[src/rtl/eater_control.sv]
// Microcode sequencer for the SAP-style 8-bit CPU: walks T0..T4 per instruction
// and decodes (step, opcode, flags) into the datapath control word.
module eater_control #(
   parameter int STEPS = 5,
   parameter int OPW   = 4
) (
   input  logic           clk,
   input  logic           clear_n,
   input  logic           run,
   input  logic [OPW-1:0] opcode,
   input  logic [1:0]     flags,
   output logic [2:0]     step,
   output logic           halted,
   output logic           pc_out,
   output logic           pc_inc,
   output logic           jump,
   output logic           mar_in,
   output logic           ram_in,
   output logic           ram_out,
   output logic           ir_in,
   output logic           ir_out,
   output logic           a_in,
   output logic           a_out,
   output logic           b_in,
   output logic           sum_out,
   output logic           subtract,
   output logic           flags_load,
   output logic           out_in
);

   typedef enum logic [2:0] {
      T0 = 3'd0,
      T1 = 3'd1,
      T2 = 3'd2,
      T3 = 3'd3,
      T4 = 3'd4
   } step_t;

   typedef enum logic [3:0] {
      OP_NOP = 4'b0000,
      OP_LDA = 4'b0001,
      OP_ADD = 4'b0010,
      OP_SUB = 4'b0011,
      OP_STA = 4'b0100,
      OP_LDI = 4'b0101,
      OP_JMP = 4'b0110,
      OP_JC  = 4'b0111,
      OP_JZ  = 4'b1000,
      OP_OUT = 4'b1110,
      OP_HLT = 4'b1111
   } opcode_t;

   typedef struct packed {
      logic pc_out;
      logic pc_inc;
      logic jump;
      logic mar_in;
      logic ram_in;
      logic ram_out;
      logic ir_in;
      logic ir_out;
      logic a_in;
      logic a_out;
      logic b_in;
      logic sum_out;
      logic subtract;
      logic flags_load;
      logic out_in;
   } ctrl_t;

   localparam step_t LAST_STEP = step_t'(STEPS - 1);

   step_t   step_q;
   logic    halted_q;
   logic [3:0] op;
   ctrl_t   word;
   ctrl_t   ctrl;
   logic    last_step;
   logic    active;

   assign op     = opcode[3:0];
   assign active = clear_n && run && !halted_q;

   // Raw microcode word for the current step, plus whether this step is the
   // final non-empty one so the counter can wrap early.
   always_comb begin
      word      = '0;
      last_step = 1'b0;
      case (step_q)
         T0: begin
            word.pc_out = 1'b1;
            word.mar_in = 1'b1;
         end
         T1: begin
            word.ram_out = 1'b1;
            word.ir_in   = 1'b1;
            word.pc_inc  = 1'b1;
            case (op)
               OP_LDA, OP_ADD, OP_SUB, OP_STA, OP_LDI,
               OP_JMP, OP_JC, OP_JZ, OP_OUT, OP_HLT: last_step = 1'b0;
               default:                              last_step = 1'b1;
            endcase
         end
         T2: begin
            last_step = 1'b1;
            case (op)
               OP_LDA, OP_ADD, OP_SUB, OP_STA: begin
                  word.ir_out = 1'b1;
                  word.mar_in = 1'b1;
                  last_step   = 1'b0;
               end
               OP_LDI: begin
                  word.ir_out = 1'b1;
                  word.a_in   = 1'b1;
               end
               OP_JMP: begin
                  word.ir_out = 1'b1;
                  word.jump   = 1'b1;
               end
               OP_JC: begin
                  word.ir_out = flags[1];
                  word.jump   = flags[1];
               end
               OP_JZ: begin
                  word.ir_out = flags[0];
                  word.jump   = flags[0];
               end
               OP_OUT: begin
                  word.a_out  = 1'b1;
                  word.out_in = 1'b1;
               end
               default: ;
            endcase
         end
         T3: begin
            last_step = 1'b1;
            case (op)
               OP_LDA: begin
                  word.ram_out = 1'b1;
                  word.a_in    = 1'b1;
               end
               OP_ADD, OP_SUB: begin
                  word.ram_out = 1'b1;
                  word.b_in    = 1'b1;
                  last_step    = 1'b0;
               end
               OP_STA: begin
                  word.a_out  = 1'b1;
                  word.ram_in = 1'b1;
               end
               default: ;
            endcase
         end
         T4: begin
            last_step = 1'b1;
            if (op == OP_ADD || op == OP_SUB) begin
               word.sum_out    = 1'b1;
               word.a_in       = 1'b1;
               word.flags_load = 1'b1;
               word.subtract   = (op == OP_SUB);
            end
         end
         default: last_step = 1'b1;
      endcase
      if (step_q >= LAST_STEP) begin
         last_step = 1'b1;
      end
   end

   // HLT freezes the counter at T2 instead of wrapping; only clear_n releases it.
   always_ff @(posedge clk or negedge clear_n) begin
      if (!clear_n) begin
         step_q   <= T0;
         halted_q <= 1'b0;
      end else if (run && !halted_q) begin
         if (step_q == T2 && op == OP_HLT) begin
            halted_q <= 1'b1;
         end else if (last_step) begin
            step_q <= T0;
         end else begin
            step_q <= step_t'(step_q + 3'd1);
         end
      end
   end

   assign ctrl = active ? word : '0;

   assign step       = step_q;
   assign halted     = halted_q;
   assign pc_out     = ctrl.pc_out;
   assign pc_inc     = ctrl.pc_inc;
   assign jump       = ctrl.jump;
   assign mar_in     = ctrl.mar_in;
   assign ram_in     = ctrl.ram_in;
   assign ram_out    = ctrl.ram_out;
   assign ir_in      = ctrl.ir_in;
   assign ir_out     = ctrl.ir_out;
   assign a_in       = ctrl.a_in;
   assign a_out      = ctrl.a_out;
   assign b_in       = ctrl.b_in;
   assign sum_out    = ctrl.sum_out;
   assign subtract   = ctrl.subtract;
   assign flags_load = ctrl.flags_load;
   assign out_in     = ctrl.out_in;

endmodule

[config.mk]
export PLATFORM = sky130hd
export DESIGN_NAME = eater_control
export DESIGN_NICKNAME = d
export VERILOG_FILES = /design/src/rtl/eater_control.sv
export SDC_FILE = /design/constraint.sdc
export NUM_CORES = 1
export LEC_CHECK = 0
export ABC_CLOCK_PERIOD_IN_PS = 4000
export CELL_PAD_IN_SITES_DETAIL_PLACEMENT = 0
export CELL_PAD_IN_SITES_GLOBAL_PLACEMENT = 1
export CORE_MARGIN = 4
export CORE_UTILIZATION = 29
export CTS_CLUSTER_DIAMETER = 100
export CTS_CLUSTER_SIZE = 14
export DETAILED_ROUTE_END_ITERATION = 8
export PLACE_DENSITY_LB_ADDON = 0.1
export SYNTH_ARGS = -nofsm -noshare
export SYNTH_HDL_FRONTEND = slang
export SYNTH_SLANG_ARGS = --single-unit
export TNS_END_PERCENT = 50
[constraint.sdc]
create_clock -name clk -period 4 [get_ports clk]
set_input_delay 0.8 -clock clk [delete_from_list [all_inputs] [get_ports clk]]
set_output_delay 0.8 -clock clk [all_outputs]
set_load 0.01 [all_outputs]
==> run metrics, run 1 <==
Max Clock Skew between 0.002 and 0.0025 ns; pin count of the biggest net entering global routing 14; #FFs+latches synth 4; CP Class input pin to primary output; Sum Neg Setup Slack 0 ns; critical path endpoint category primary output; Peak Freq around 280 MHz; # hold bufs at CTS 0; CP Cell Sequence clkdlybuf4s50_1 -> nor4bb_1 -> buf_4 -> nand2_1 -> or2_2 -> a21oi_1 -> clkdlybuf4s50_1; Final Net Count 129; num ports 28; final wirelength 1690 um; n_diodes 0; port bufs 27; Vias/cell a little over 5; syn avg cell area 7.21 um2; CP max FO 4; CTS Buffer Depth 2; r2r setup slk 2.07 ns; FP Rows 16; Worst Path Buf+Inv 3; layout cell share with drive strength beyond 1 0.0973; count of cell types in the netlist 31; number of global-route vias before repair ~670; htree depth 1; worst r2r path cells 6; CP Launch Point run; Syn Nets approximately 100; Routed WL per cell approximately 12 um; Gate Count Post-Synth 84; Die X between 50 and 60 um; post-synthesis sequential area ratio 0.165; TritonCTS Buffers 3; global-route wire length before repair a little under 3000 um; First DRT Iteration DRCs 16; Fin. Hold Viols 0; critical path's top delay family buffers and inverters; FFs w/ async S/R, synth 1.00; Tightest Pin Transition about 0.37 ns; Pwr Total 365 uW; post-route ant nets 0; VDD IR-drop max 0.280 mV; GRT overflow 0; Util after Layout 0.470; headroom to the max-slew limit 0.753; CTS sink cnt 4; Post-Syn Area 606 um2; Root Driver clkbuf_4; r2r startpoint step[0]$_DFFE_PN0P_; Worst-path clk slew 0.04 ns; CTS tree yes; yosys warns 0; DRC viols 0; min-delay worst type flop to flop; GRT Total Usage 0.132; initial antenna violation count 0; detailed-router iteration count before antenna repair 4; chip height 53.7 um; DP HPWL 1370 um; top_reg_cell synth dfrtp_1; RSZ-0062 raised after global routing false; PD cells 392 nW/um2; CP Launch Type input pin; outcome finished clean; RR Endpoint step[1]$_DFFE_PN0P_; Final Cycle Share 0.905; Critical Path End a_out; die area 2880 um2; Post-synth EDFFs 0; core area between 1500 and 2000 um2; Leak Pwr 0.000390 uW; postcts setup bufs 0; Post-CTS Resized 0; largest stage delay on the critical path 0.55 ns; CP max-delay cell clkdlybuf4s50_1; via count roughly 700; DP Worst Slack about 0.37 ns; insertion delay to the later sink of the worst-skew pair 0.23 ns; final worst slack 0.382 ns; cell mode on critical path clkdlybuf4s50_1; Layout area overhead 53.9%; signal arrival time at the worst endpoint 2.82 ns; Worst path depth 7; max_cap viols 0; fin crit period 3.62 ns; Pins Over Slew Limit 0; Final setup viols 0; initial core utilization 0.306; GP Congestion 0.815; worst endpoint required time 3.20 ns
[through the flow]
stage | hold WS (ns) | cell area, um2 | instances
global route | 0.564 | 932 | 140
detailed placement | 0.513 | 910 | 137
finish | 0.520 | 932 | 140
floorplan | 0.504 | 606 | 84
CTS | 0.524 | 932 | 140
global placement | 0.516 | 910 | 137
[report_power, final]
group / switching (uW) / internal (uW) / leakage [uW]
Sequential: 26.5 / 58.0 / 0.0000527
Clock: 16.6 / 33.6 / 0.0000138
Combinational: 111 / 120 / 0.000323
[cell usage after synthesis (2+ instances only)]
library cell	number	area (um2)
nand2b_1	3	18.8
nor2b_1	2	12.5
nor4_1	2	12.5
dfrtp_1	4	100
nand2_1	6	22.5
buf_4	2	15.0
inv_1	6	22.5
nand3_1	5	25.0
nor3_1	4	20.0
ha_1	5	62.6
o31ai_1	3	22.5
a21oi_1	4	20.0
and3_1	3	18.8
a21o_1	2	15.0
nor2_1	8	30.0
o22ai_1	2	12.5
o21bai_1	2	15.0
clkbuf_1	3	11.3
o21ai_0	4	20.0
o21a_1	2	15.0
and2_1	2	12.5
[logic make-up after synthesis]
| logic type | after synthesis | share of synthesized area |
|---|---|---|
| DFF | 4 | 0.165 |
| AOI/OAI and AO/OA | 23 | 0.275 |
| and+or+nand+nor | 40 | 0.357 |
| buffers and inverters | 12 | 0.0992 |
| adders and majority gates | 5 | 0.103 |
[final cells by class]
class                   instances  area [um2]
fillers                       201        1050
multi-input cells              68         445
repair buffers                 32         308
flip-flops and latches          4         100
well taps                      27        33.8
clock buffers                   3        22.5
inverters                       6        22.5
[routing by layer]
| metal | part of all wire | global-route usage |
|---|---|---|
| met4 | 0.0035 | 0.0383 |
| met1 | 0.47 | 0.190 |
| met2 | 0.45 | 0.200 |
| met5 | 0 | 0 |
| met3 | 0.077 | 0.0222 |
[worst min-delay path by stage]
stage          cells past startpoint  slack (ns)                 end                from
2_1_floorplan                      0        0.50  halted$_DFFE_PN0P_             clear_n
3_3_place_gp                       1        0.52  halted$_DFFE_PN0P_  halted$_DFFE_PN0P_
3_5_place_dp                       1        0.51  halted$_DFFE_PN0P_  halted$_DFFE_PN0P_
4_1_cts                            1        0.52  halted$_DFFE_PN0P_  halted$_DFFE_PN0P_
5_1_grt                            1        0.56  halted$_DFFE_PN0P_  halted$_DFFE_PN0P_
6_report                           1        0.52  halted$_DFFE_PN0P_  halted$_DFFE_PN0P_
[state kept, by name (all words and copies together), names as in the netlist]
name    flops
halted      1
step        3
[cells in the final DEF (no fill, tap or decap)]
cell type and instances:
clkdlybuf4s50_1 27, nor2_1 8, inv_1 6, nand2_1 6, nand3_1 5, ha_1 5, buf_4 5, a21oi_1 4
nor3_1 4, o21ai_0 4, dfrtp_1 4, nand2b_1 3, and3_1 3, o31ai_1 3, clkbuf_4 3, o21a_1 2
o21bai_1 2, and2_1 2, nor2b_1 2, o22ai_1 2, nor4_1 2, a21o_1 2, nand3b_1 1, or3b_4 1
nor4bb_1 1, and3b_1 1, or2_2 1, o41ai_1 1, a2111o_1 1, o211a_1 1, o32ai_2 1
Note: power is estimated with default switching activity, not from simulation.
==> run 2, diff against run 1 <==
--- a/config.mk
+++ b/config.mk
@@ -8,7 +8,7 @@
 export ABC_CLOCK_PERIOD_IN_PS = 4000
 export CELL_PAD_IN_SITES_DETAIL_PLACEMENT = 0
 export CELL_PAD_IN_SITES_GLOBAL_PLACEMENT = 1
-export CORE_MARGIN = 4
+export CORE_MARGIN = 5
 export CORE_UTILIZATION = 29
 export CTS_CLUSTER_DIAMETER = 100
 export CTS_CLUSTER_SIZE = 14
==> run 2 against run 1 <==
Setup slack got worse by 0.013 ns; sequential power rose by 1%; worst hold slack improved by 0.0034 ns; largest cell class unchanged; critical endpoint unchanged; register-to-register slack got worse by 0.02 ns; critical path type unchanged.
==> run metrics, run 2 (synthesis gave the netlist of run 1 again) <==
outcome finished clean; CTS tree yes; Routed WL per cell 12.4 um; GRT overflow 0; insertion delay to the later sink of the worst-skew pair 0.23 ns; signal arrival time at the worst endpoint 2.83 ns; Root Driver clkbuf_4; DRC viols 0; fin crit period 3.63 ns; Die X 55.7 um; PD cells ~390 nW/um2; CP max-delay cell clkdlybuf4s50_1; GRT Total Usage 0.112; DP Worst Slack 0.362 ns; First DRT Iteration DRCs 10; CP max FO 4; register cell area after layout 100 um2; global-route wire length before repair between 2000 and 3000 um; detailed-router iteration count before antenna repair 4; TritonCTS Buffers 3; Util after Layout 0.470; VDD IR-drop max 0.345 mV; cell mode on critical path clkdlybuf4s50_1; max_cap viols 0; CP Cell Sequence clkdlybuf4s50_1 -> nor4bb_1 -> buf_4 -> nand2_1 -> or2_2 -> a21oi_1 -> clkdlybuf4s50_1; met2 wire length 764 um; CP Launch Type input pin; WHS Path Cells 1; Vias/cell roughly 5; initial core utilization 0.306; DP HPWL ~1400 um; M1 wire length 850 um; Layout area overhead 53.9%; headroom to the max-slew limit 0.722; multi-input logic area 445 um2; initial antenna violation count 0; commonest non-fill, non-tap cell in the layout clkdlybuf4s50_1; Max Clock Skew 0.000954 ns; pin count of the biggest net entering global routing 14; most frequent cells in the layout clkdlybuf4s50_1 (27), nor2_1 (8), inv_1 (6), nand2_1 (6); r2r setup slk 2.05 ns; max reg flops 3; r2r startpoint step[0]$_DFFE_PN0P_; via count approximately 700; chip height 55.7 um; port bufs 27; FP Rows 16; CTS sink cnt 4; top layer in use met3; CP Class input pin to primary output; final worst slack 0.368 ns; htree depth 1; min-delay worst type flop to flop; RR Endpoint step[1]$_DFFE_PN0P_; Final setup viols 0; core area approximately 2000 um2; Post-CTS Resized 0; Worst Hold Launch halted$_DFFE_PN0P_; hold path endpoint halted$_DFFE_PN0P_; Final Cycle Share 0.908; post-route ant nets 0; met3 routed WL about 120 um; die area ~3100 um2; Pins Over Slew Limit 0; CTS Buffer Depth 2; Worst-path clk slew 0.04 ns; Fin. Hold Viols 0; final wirelength 1740 um; # hold bufs at CTS 0; GP Congestion around 0.84; CP Launch Point run; Peak Freq 275 MHz; largest stage delay on the critical path ~0.55 ns; Leak Pwr 0.000390 uW; Tightest Pin Transition ~0.41 ns; Sum Neg Setup Slack 0 ns; critical path endpoint category primary output; n_diodes 0; worst r2r path cells 6; Final Net Count approximately 130; num ports 28; number of global-route vias before repair 682; worst endpoint required time around 3.2 ns; layout cell share with drive strength beyond 1 0.0973; RSZ-0062 raised after global routing false; fill cell count 208; postcts setup bufs 0
[run 2: worst max-delay path: cells and delay by family]
family | cells | cell delay, ns
AND/OR/NAND/NOR | 3 | 0.69
AO/OA/AOI/OAI | 1 | 0.12
buffers and inverters | 3 | 1.22
[run 2: per-stage QoR]
stage          hold WS [ns]  power, uW  area (um2)  instances
6_report              0.523        367         932        140
2_1_floorplan         0.504        222         606         84
3_3_place_gp          0.517        316         910        137
5_1_grt               0.563        401         932        140
4_1_cts               0.530        373         932        140
3_5_place_dp          0.514        320         910        137
[run 2: worst max-delay path by stage]
stage               depth (start not counted)  endpoint  slack [ns]
global route                                7     a_out        0.26
detailed placement                          7     a_out        0.36
CTS                                         7     a_out        0.36
floorplan                                   4     a_out        1.40
global placement                            7     a_out        0.30
finish                                      7     a_out        0.37
[run 2: where the power goes]
part	internal, uW	switching, uW	total [uW]	leakage, uW
sequential	58.0	27.4	85.4	0.0000527
combinational	120	112	232	0.000323
clock	33.6	16.3	49.8	0.0000138
total	211	156	367	0.000390
[run 2: final cells by class]
cell class              instances  share of cell area
flip-flops and latches          4               0.107
clock buffers                   3              0.0242
inverters                       6              0.0242
multi-input cells              68               0.478
well taps                      27              0.0362
repair buffers                 32               0.330
[run 2: routing by layer]
| layer | track usage | up-vias |
|---|---|---|
| li1 | - | 363 |
| met1 | 0.156 | 310 |
| met2 | 0.171 | 24 |
| met3 | 0.0394 | 0 |
| met4 | 0.0104 | 0 |
| met5 | 0 | - |
==> run 3, diff against run 2 <==
--- a/config.mk
+++ b/config.mk
@@ -5,15 +5,16 @@
 export SDC_FILE = /design/constraint.sdc
 export NUM_CORES = 1
 export LEC_CHECK = 0
-export ABC_CLOCK_PERIOD_IN_PS = 4000
+export ABC_CLOCK_PERIOD_IN_PS = 4100
 export CELL_PAD_IN_SITES_DETAIL_PLACEMENT = 0
 export CELL_PAD_IN_SITES_GLOBAL_PLACEMENT = 1
 export CORE_MARGIN = 5
-export CORE_UTILIZATION = 29
+export CORE_UTILIZATION = 27
 export CTS_CLUSTER_DIAMETER = 100
 export CTS_CLUSTER_SIZE = 14
 export DETAILED_ROUTE_END_ITERATION = 8
 export PLACE_DENSITY_LB_ADDON = 0.1
+export RECOVER_POWER = 50
 export SYNTH_ARGS = -nofsm -noshare
 export SYNTH_HDL_FRONTEND = slang
 export SYNTH_SLANG_ARGS = --single-unit
==> constraint.sdc (replaced) <==
create_clock -name clk -period 4.1 [get_ports clk]
set_input_delay 0.82 -clock clk [delete_from_list [all_inputs] [get_ports clk]]
set_output_delay 0.82 -clock clk [all_outputs]
set_load 0.01 [all_outputs]
==> run 3 against run 2 <==
Core utilization decreased by 4.7 points; via count increased by 0.14%; sequential power decreased by 3.9%; global-route usage decreased by 0.070 points; sequential share of layout area increased by 0.16 points; clock power about the same; critical path depth decreased by 1; final cell count increased by 0.71%; total power decreased by 7.1%; clock skew increased by 0.0049 ns; die area increased by 6.1%; highest routed layer is now met4.
==> run metrics, run 3 (synthesis gave the netlist of run 1 again) <==
Routed WL per cell 12.2 um; CTS sink cnt 4; number of global-route vias before repair 683; final wirelength between 1500 and 2000 um; Worst-path clk slew 0.04 ns; Max Clock Skew 0.00580 ns; htree depth 1; Fin. Hold Viols 0; signal arrival time at the worst endpoint 3.01 ns; TritonCTS Buffers 3; Peak Freq 261 MHz; WHS Path Cells 1; initial antenna violation count 0; VDD IR-drop max 0.283 mV; GRT Total Usage 0.111; register cell area after layout approximately 100 um2; FP Rows 17; layout cell share with drive strength beyond 1 0.0708; via count 698; max_cap viols 0; most frequent cells in the layout clkdlybuf4s50_1 (20), nor2_1 (8), dlygate4sd3_1 (7); CP Launch Point run; CTS Buffer Depth 2; Die X about 57 um; P_int between 150 and 200 uW; insertion delay to the later sink of the worst-skew pair 0.24 ns; hold path endpoint halted$_DFFE_PN0P_; headroom to the max-slew limit 0.652; Pwr Total approximately 340 uW; Final Net Count 129; postcts setup bufs 0; port bufs 27; Pins Over Slew Limit 0; CTS tree yes; Net Switching roughly 150 uW; max reg flops 3; chip height 57.4 um; CP max FO 4; post-route ant nets 0; min-delay worst type flop to flop; commonest non-fill, non-tap cell in the layout clkdlybuf4s50_1; share of power burned in registers 0.241; detailed-router iteration count before antenna repair 4; Final setup viols 0; worst r2r path cells 6; fill cell count 254; critical path endpoint category primary output; initial core utilization 0.279; pin count of the biggest net entering global routing 14; sw frac 0.432; RR Endpoint step[2]$_DFFE_PN0P_; PD cells approximately 370 nW/um2; num ports 28; GRT overflow 0; combinational share of power 0.613; DP Worst Slack roughly 0.27 ns; global-route wire length before repair 2950 um; Worst Hold Launch halted$_DFFE_PN0P_; GP Congestion about 0.77; Post-CTS Resized 0; Layout area overhead 51.7%; outcome finished clean; Tightest Pin Transition 0.515 ns; worst endpoint required time 3.28 ns; DP HPWL 1400 um; Vias/cell 4.95; n_diodes 0; First DRT Iteration DRCs 8; Root Driver clkbuf_4; fin crit period 3.83 ns; Post-Layout Cell Count 141; DRC viols 0; r2r setup slk 2.19 ns; placed cell count between 100 and 150; Leak Pwr 0.000392 uW; final worst slack 0.273 ns; CP Class input pin to primary output; multi-input logic area 438 um2; core area 2170 um2; r2r startpoint step[0]$_DFFE_PN0P_; RSZ-0062 raised after global routing false; Sum Neg Setup Slack 0 ns; clock share of power 0.147; Final Cycle Share 0.933; die area 3290 um2; # hold bufs at CTS 0; CP Launch Type input pin
==> run 3: worst max path at each step <==
stage	slack, ns	end
after detailed placement	0.27	a_out
after global routing	0.12	a_out
after CTS	0.26	a_out
after floorplan	1.46	a_out
final	0.27	a_out
after global placement	0.29	a_out
==> run 3: per-layer routing <==
layer | track usage | routed length (um) | up-vias
li1 | - | - | 357
met1 | 0.134 | 762 | 324
met2 | 0.190 | 878 | 13
met3 | 0.0271 | 65 | 4
met4 | 0.0397 | 18 | 0
met5 | 0 | 0 | -
==> run 3: stage by stage <==
stage	utilization	instance area, um2	hold WS (ns)
finish	0.423	918	0.526
global route	0.423	918	0.574
CTS	0.430	933	0.538
detailed placement	0.420	911	0.530
global placement	0.420	911	0.514
floorplan	-	606	0.524
==> run 3: worst max-delay path: stages <==
cell             delay, ns
clkdlybuf4s50_1       0.51
nor4bb_1              0.51
nand2_1               0.19
or2_2                 0.30
a21oi_1               0.13
clkdlybuf4s50_1       0.55
==> run 3: cell type report <==
type,count,area share
inverters,6,0.0245
flip-flops and latches,4,0.109
well taps,28,0.0381
clock buffers,3,0.0245
repair buffers,32,0.327
multi-input cells,68,0.477
==> run 3: power groups by stage <==
stage	Combinational [uW]	Clock [uW]	Sequential (uW)
6_report	209	50.0	82.1
3_5_place_dp	226	0	83.5
2_1_floorplan	131	0	86.1
3_3_place_gp	228	0	83.3
5_1_grt	237	56.4	86.8
4_1_cts	228	51.1	83.2
